$ cat config.mk
export PLATFORM = sky130hd
export DESIGN_NAME = buffer_stream_ctrl
export DESIGN_NICKNAME = d
export VERILOG_FILES = /design/src/rtl/buffer_stream_ctrl.sv
export SDC_FILE = /design/constraint.sdc
export NUM_CORES = 1
export LEC_CHECK = 0
export ABC_AREA = 1
export BUFFER_PORTS_ARGS = -buffer_cell sky130_fd_sc_hd__buf_4
export CAP_MARGIN = 20
export CORE_MARGIN = 2
export CORE_UTILIZATION = 25
export CTS_CLUSTER_DIAMETER = 30
export CTS_CLUSTER_SIZE = 30
export DETAILED_ROUTE_END_ITERATION = 8
export GPL_TIMING_DRIVEN = 0
export PLACE_DENSITY = 0.48
export SYNTH_ARGS = -nofsm -noshare
export SYNTH_HDL_FRONTEND = slang
export SYNTH_SLANG_ARGS = --single-unit
$ cat constraint.sdc
create_clock -name CLK -period 2.25 [get_ports CLK]
set_clock_uncertainty 0.15 [all_clocks]
set_input_delay 0.3375 -clock CLK [delete_from_list [all_inputs] [get_ports CLK]]
set_output_delay 0.3375 -clock CLK [all_outputs]
set_load 0.02 [all_outputs]
$ cat src/rtl/buffer_stream_ctrl.sv
// Fill/drain sequencer for a banked synchronous-read row buffer: streams words
// into D banks row by row, then replays whole rows to a valid/ready consumer.
module buffer_stream_ctrl #(
  parameter int depth = 2,
  parameter int A     = 7,
  parameter int D     = 1 << depth,
  parameter int W     = 16
) (
  input  logic             CLK,
  input  logic             nRST,
  input  logic             start,
  input  logic [A:0]       numRows,
  input  logic [W-1:0]     inData,
  input  logic             inValid,
  output logic             inReady,
  output logic [A-1:0]     address,
  output logic             ioSelect,
  output logic             ioWrite,
  output logic [depth-1:0] ioBankSelect,
  output logic [W-1:0]     ioInput,
  output logic             rowValid,
  input  logic             rowReady,
  output logic             rowLast,
  output logic             busy,
  output logic             done
);

  // Handshakes: a fill word transfers on a cycle with inValid && inReady; a
  // row transfers on a cycle with rowValid && rowReady. rowValid never drops
  // and the presented row never changes until that row has transferred.

  localparam logic [1:0] IDLE  = 2'd0;
  localparam logic [1:0] FILL  = 2'd1;
  localparam logic [1:0] DRAIN = 2'd2;
  localparam logic [1:0] DONE  = 2'd3;

  localparam logic [A:0]       MAX_ROWS  = {1'b1, {A{1'b0}}};
  localparam logic [depth-1:0] BANK_LAST = depth'(D - 1);

  logic [1:0]       state_q, state_d;
  logic [A:0]       rows_q, rows_d;
  logic [A:0]       row_q, row_d;
  logic [depth-1:0] bank_q, bank_d;
  logic [A-1:0]     pres_q, pres_d;
  logic             valid_q, valid_d;

  logic fill_hs, bank_wrap, last_fill_row, rows_left, issue, accept, last_row;
  logic [A:0] rows_sat;

  always_comb begin
    rows_sat      = (numRows > MAX_ROWS) ? MAX_ROWS : numRows;
    fill_hs       = (state_q == FILL) && inValid;
    bank_wrap     = (bank_q == BANK_LAST);
    last_fill_row = (row_q == rows_q - 1'b1);
    rows_left     = (row_q < rows_q);
    issue         = (state_q == DRAIN) && rows_left && (!valid_q || rowReady);
    accept        = valid_q && rowReady;
    last_row      = valid_q && ({1'b0, pres_q} == rows_q - 1'b1);
  end

  always_comb begin
    state_d = state_q;
    rows_d  = rows_q;
    row_d   = row_q;
    bank_d  = bank_q;
    pres_d  = pres_q;
    valid_d = valid_q;
    case (state_q)
      IDLE: begin
        if (start) begin
          rows_d  = rows_sat;
          row_d   = '0;
          bank_d  = '0;
          state_d = (numRows == '0) ? DONE : FILL;
        end
      end
      FILL: begin
        if (fill_hs) begin
          bank_d = bank_wrap ? '0 : bank_q + 1'b1;
          if (bank_wrap) begin
            if (last_fill_row) begin
              state_d = DRAIN;
              row_d   = '0;
            end else begin
              row_d = row_q + 1'b1;
            end
          end
        end
      end
      DRAIN: begin
        // Issuing reloads the SRAM read; the row lands on op next cycle.
        if (issue) begin
          row_d   = row_q + 1'b1;
          pres_d  = row_q[A-1:0];
          valid_d = 1'b1;
        end else if (accept) begin
          valid_d = 1'b0;
        end
        if (accept && last_row) state_d = DONE;
      end
      DONE: begin
        state_d = IDLE;
        row_d   = '0;
        bank_d  = '0;
        pres_d  = '0;
        valid_d = 1'b0;
      end
      default: state_d = IDLE;
    endcase
  end

  always_ff @(posedge CLK or negedge nRST) begin
    if (!nRST) begin
      state_q <= IDLE;
      rows_q  <= '0;
      row_q   <= '0;
      bank_q  <= '0;
      pres_q  <= '0;
      valid_q <= 1'b0;
    end else begin
      state_q <= state_d;
      rows_q  <= rows_d;
      row_q   <= row_d;
      bank_q  <= bank_d;
      pres_q  <= pres_d;
      valid_q <= valid_d;
    end
  end

  always_comb begin
    inReady      = (state_q == FILL);
    ioSelect     = (state_q == FILL);
    ioWrite      = fill_hs;
    ioInput      = (state_q == FILL) ? inData : '0;
    ioBankSelect = (state_q == FILL) ? bank_q : '0;
    address      = '0;
    if (state_q == FILL) begin
      address = row_q[A-1:0];
    end else if (state_q == DRAIN) begin
      // Re-presenting the held row keeps op stable while the consumer stalls.
      address = issue ? row_q[A-1:0] : pres_q;
    end
    rowValid = valid_q;
    rowLast  = last_row;
    busy     = (state_q == FILL) || (state_q == DRAIN);
    done     = (state_q == DONE);
  end

endmodule

# == Yosys cells after proc, flatten, opt, wreduce, memory -nomap -nowiden ==
# Index checks and enable logic that the tools add are counted.
# word_totals
regBits,28
input_bits,29
out_inout_bits,32
word_cells,69
# op_classes
n_addsub,3
magnitude_cmp,2
eq_ne,13
n_mux,27
n_reduce_logical,18
# ops
cell,count
8-bit 2-to-1 mux,6
8-bit one-hot mux with 4 select lines,1
7-bit 2-to-1 mux,3
2-bit 2-to-1 mux,10
16-bit 2-to-1 mux,1
7-bit one-hot mux with 2 select lines,1
"8-bit by 1-bit adder with 8-bit output, second input constant",1
7-bit by 8-bit equality test with 1-bit output,1
8-bit equality test,1
"8-bit greater-than comparator, second input constant",1
8-bit logical NOT,1
8-bit < comparator,1
2-bit one-hot mux with 4 select lines,1
"8-bit by 1-bit subtractor with 8-bit output, second input constant",1
"2-bit equality test, second input constant",3
1-bit logical AND,6
"2-bit by 1-bit != test with 1-bit output, second input constant",3
"2-bit != test, second input constant",3
2-bit one-hot mux with 3 select lines,1
5-bit AND reduction,1
2-bit AND reduction,2
4-bit AND reduction,1
"3-bit != test, second input constant",1
3-bit AND reduction,1
9 further kinds,11

# == Logic depth before layout (Yosys ltp) ==
# logic_depth
word_depth,6
depth_mapped,15
depth_no_buf,15

# == Worst setup path after synthesis ==
# Ideal clock, no wire load.
# synth_path
path_kind,reg2out
from,register state_q[0]
to,output address[0]
arrival_ps,1834
t_required_ps,1762
path_slack_ps,-72
path_stages_with_launch,9
path_buffers,0
cell_sequence,dfrtp_1 > inv_1 > ha_1 > inv_2 > a2111oi_4 > nand2_2 > nand2_1 > nand4_1 > o21ai_1
# synth_between
elab_chain_cells,6
word_cells_on_any_way,7
classes_between,eq/ne: 2; mux: 3; reduce/logical: 2
# synth_lines
item,line,text
start: declaration,40,"logic [1:0] state_q, state_d;"
start signal: assignment,121,state_q <= state_d;
2-bit equality test,"56, 139",
1-bit logical AND (2 in series),56,issue = (state_q == DRAIN) && rows_left && (!valid_q || rowReady);
7-bit 2-to-1 mux,--,
7-bit 2-to-1 mux,139,end else if (state_q == DRAIN) begin
7-bit 2-to-1 mux (*),137,if (state_q == FILL) begin
end: declaration,16,"output logic [A-1:0] address,"
# Mark *: on every way between the ends. The rest lies on a longest branch, timed or not.

# == Worst setup path in the final report ==
# layout_path
from,register rows_q[1]
to,output address[1]
# layout_between
elab_chain_cells,6
# layout_lines
item,line,text
start: declaration,41,"logic [A:0] rows_q, rows_d;"
start signal: assignment,122,rows_q <= rows_d;
8-bit < comparator,55,rows_left = (row_q < rows_q);
1-bit logical AND (2 in series),56,
7-bit 2-to-1 mux,--,
7-bit 2-to-1 mux,139,
7-bit 2-to-1 mux,137,
# Every way passes these cells.

==> impl_metrics.py <==
metrics = {
    "cts": {
        "clock_latency_ns": 0.28,
        "path_clk_slew_ns": 0.11,
        "numCtsBuffers": 3,
        "clkSinkCount": 28,
        "htreeDepth": 1,
        "cts_max_path_buffers": 2,
        "cts-root-buf": "clkbuf_8",
        "cts_tree": "yes",
    },
    "route": {
        "viasPerCell": 4.64,
        "firstDrtPassIters": 4,
        "drtIter0Drc": 75,
        "routed_wl_um": 7440,
        "antenna_left": 0,
        "route.detailed.drc": 0,
        "routedWlPerCell_um": 13.1,
        "vias": 2629,
    },
    "power_and_ir_drop": {
        "peakVddDrop_uv": 407,
        "p_total_w": 0.00431,
        "p_per_area_nw_per_um2": 1280,
        "total_leakage_power_nw": 1.81,
    },
    "worst_setup_path": {
        "path_max_fanout": 8,
        "rr_startpoint": "row_q[3]",
        "path_class": "reg -> out",
        "crit_required_ns": 1.76,
        "startpoint_type": "flip-flop",
        "reg2reg_depth": 14,
        "rrSetupSlack_ns": 0.10,
        "crit_path_end_kind": "output port",
        "cp_data_arrival_time_ns": 2.03,
        "worstReg2RegEnd": "row_q[6]",
    },
    "sta": {
        "setup_slack_ns": -0.267,
        "rsz0062_at_grt": "yes",
        "finalCritPeriodShare_pct": 112,
        "slew_viol_final": 0,
        "fmax_mhz": 397,
        "setup_viol": 8,
        "tightestPinTransition_ns": 0.493,
        "slew_headroom_pct": 66.8,
        "finalHoldViolations": 0,
        "min_period_ns": 2.52,
    },
    "synth": {
        "ys_ff_latch": 28,
        "synth_compound_gate_area_share_pct": 9.53,
        "syn-num-nets": 414,
        "synth_area_per_cell_um2": 6.30,
        "synth_simple_gate_area_share_pct": 39.8,
        "synthCells": 369,
        "synth_top_area_share_pct": 30.2,
        "synthAdderAreaFrac_pct": 8.62,
        "synth_top_family_by_area": "simple AND/OR/NAND/NOR gates",
        "netlist_area_um2": 2320,
        "seq_area_frac_synth_pct": 30.2,
        "yosys_warnings": 0,
        "synth_cell_types": 27,
        "synth_area_leaders": "dfrtp_1, nand2_1, nand3_1, inv_1, ha_1",
        "synth.area.mux_share_pct": 0,
        "synth-xor-area-share_pct": 0.377,
        "synth_largest_area_cell": "dfrtp_1",
    },
    "global_route": {
        "track_usage_pct": 15.1,
        "grt_pass1_wl_um": 12200,
        "antenna_found_initial": 0,
        "grt_pass1_vias": 2548,
        "grt_max_degree": 29,
        "grt_overflow": 0,
    },
    "place": {
        "dpl.hpwl_um": 5640,
        "port-buffer-count": 60,
        "dp.cells": 540,
        "globalplace.congestion": 0.805,
    },
    "floorplanning": {
        "rows": 35,
        "fp.dieW_um": 100,
        "start_util_pct": 25.5,
        "coreArea_um2": 9110,
        "dieArea_um2": 10100,
        "die_y_um": 100,
        "io_pins": 61,
    },
    "min_path": {
        "min_to": "rows_q[6]",
        "holdCritPathClass": "in -> reg",
        "hold_depth": 3,
        "hold_start": "numRows[6]",
    },
    "outcome": {
        "violations": "negative setup slack",
        "status": "finished with violations",
    },
    "final_layout": {
        "nNetsFinal": 502,
        "antenna_cells": 0,
        "final_layout_size_suffix_gt1_share_pct": 31.4,
        "final_core_util_pct": 37.0,
        "final_cells": 566,
        "synthToLayoutAreaGrowth_pct": 44.9,
        "nFillCells": 978,
    },
    "job": {
        "maxCapViolCount": 0,
    },
}
-- layout by cell type (no fill, tap or decap), drive strengths merged, types with 2 or more instances in the layout --
cell type / instances
nand3: 44
a21oi: 8
inv: 60
nor3: 3
dfrtp: 28
o21ai: 24
or2: 2
ha: 16
clkbuf: 6
o22ai: 3
nand4: 12
nand2: 116
buf: 86
nor2: 39
-- registers in the layout, indices dropped and copies added, names as in the netlist --
signal	cells
rows_q	8
rowValid	1
pres_q	7
bank_q	2
state_q	2
row_q	8
-- cell usage after synthesis --
library cell and count:
nand2_1 114, o22ai_1 3, clkbuf_1 3, o31ai_1 1, or2_2 2, nand4_1 12, nand3_1 44, nand3b_1 1
a2111oi_4 1, nor4_1 1, o21ai_0 13, o21ai_1 11, buf_6 1, buf_1 2, nand2_2 2, buf_4 1
o21a_1 1, clkinv_1 1, dfrtp_1 28, xor2_1 1, nor3_1 3, nor2_1 38, ha_1 16, inv_1 54
inv_2 6, a21oi_1 8, nor2_2 1
-- cell type report --
class / instances / area [um2] / area share, %
Clock buffer: 3 / 41.3 / 1.23
Tap cell: 111 / 139 / 4.13
Sequential cell: 28 / 706 / 21.0
Multi-Input combinational cell: 273 / 1560 / 46.3
Timing Repair Buffer: 83 / 644 / 19.1
Inverter: 61 / 229 / 6.80
Buffer: 7 / 47.5 / 1.41
-- per-stage QoR --
stage	setup TNS [ns]	hold WS [ns]	worst slack (ns)	area, um2
detailed placement	-5.24	0.150	-0.457	2920
CTS	-1.85	0.119	-0.263	3260
floorplan	-0.127	-0.108	-0.0254	2330
global route	-2.95	0.129	-0.404	3370
finish	-1.77	0.121	-0.267	3370
global placement	-4.70	0.149	-0.420	2920
-- routing by layer --
metal / vias up / global-route usage, % / routed length [um]
met1: 1223 / 20.2 / 3490
met5: - / 0 / 0
met4: 0 / 2.42 / 57
li1: 1351 / - / -
met3: 6 / 2.37 / 273
met2: 49 / 26.1 / 3620
-- kinds of logic after synthesis --
logic type | after synthesis
flops | 28
xor+xnor | 1
compound gates | 38
buf+inv | 68
simple gates | 218
fa+ha+maj | 16
-- how the worst max path moves through the flow --
stage	startpoint	to	slack, ns	cells past startpoint
2_1_floorplan	state_q[0]	address[2]	-0.03	8
4_1_cts	rows_q[1]	address[2]	-0.26	12
3_3_place_gp	rows_q[3]	address[2]	-0.42	12
6_report	rows_q[1]	address[1]	-0.27	12
5_1_grt	state_q[0]	address[4]	-0.40	10
3_5_place_dp	rows_q[3]	address[2]	-0.46	12
-- critical path, stage by stage (launching register included) --
cell	delay, ns
dfrtp_1	0.41
inv_2	0.11
ha_4	0.21
a21oi_2	0.11
o21ai_1	0.07
nand3_1	0.09
nand2_2	0.08
nand2_4	0.15
nand2_8	0.09
nand2_2	0.07
nand4_1	0.10
o21ai_2	0.11
buf_6	0.14
-- power by group --
group	internal, W	switching [W]	leakage, nW
clock network	0.000121	0.000177	0.0216
registers	0.000685	0.000139	0.357
logic	0.00127	0.00192	1.44
-- timing repair --
item                       CTS  global route
setup buffers               21             1
pin swaps                    4             2
resized for setup           35            27
hold endpoints to repair    28             0
hold buffers                 1             0
setup endpoints to repair   37            37
Power figures use the tool's default switching activity.
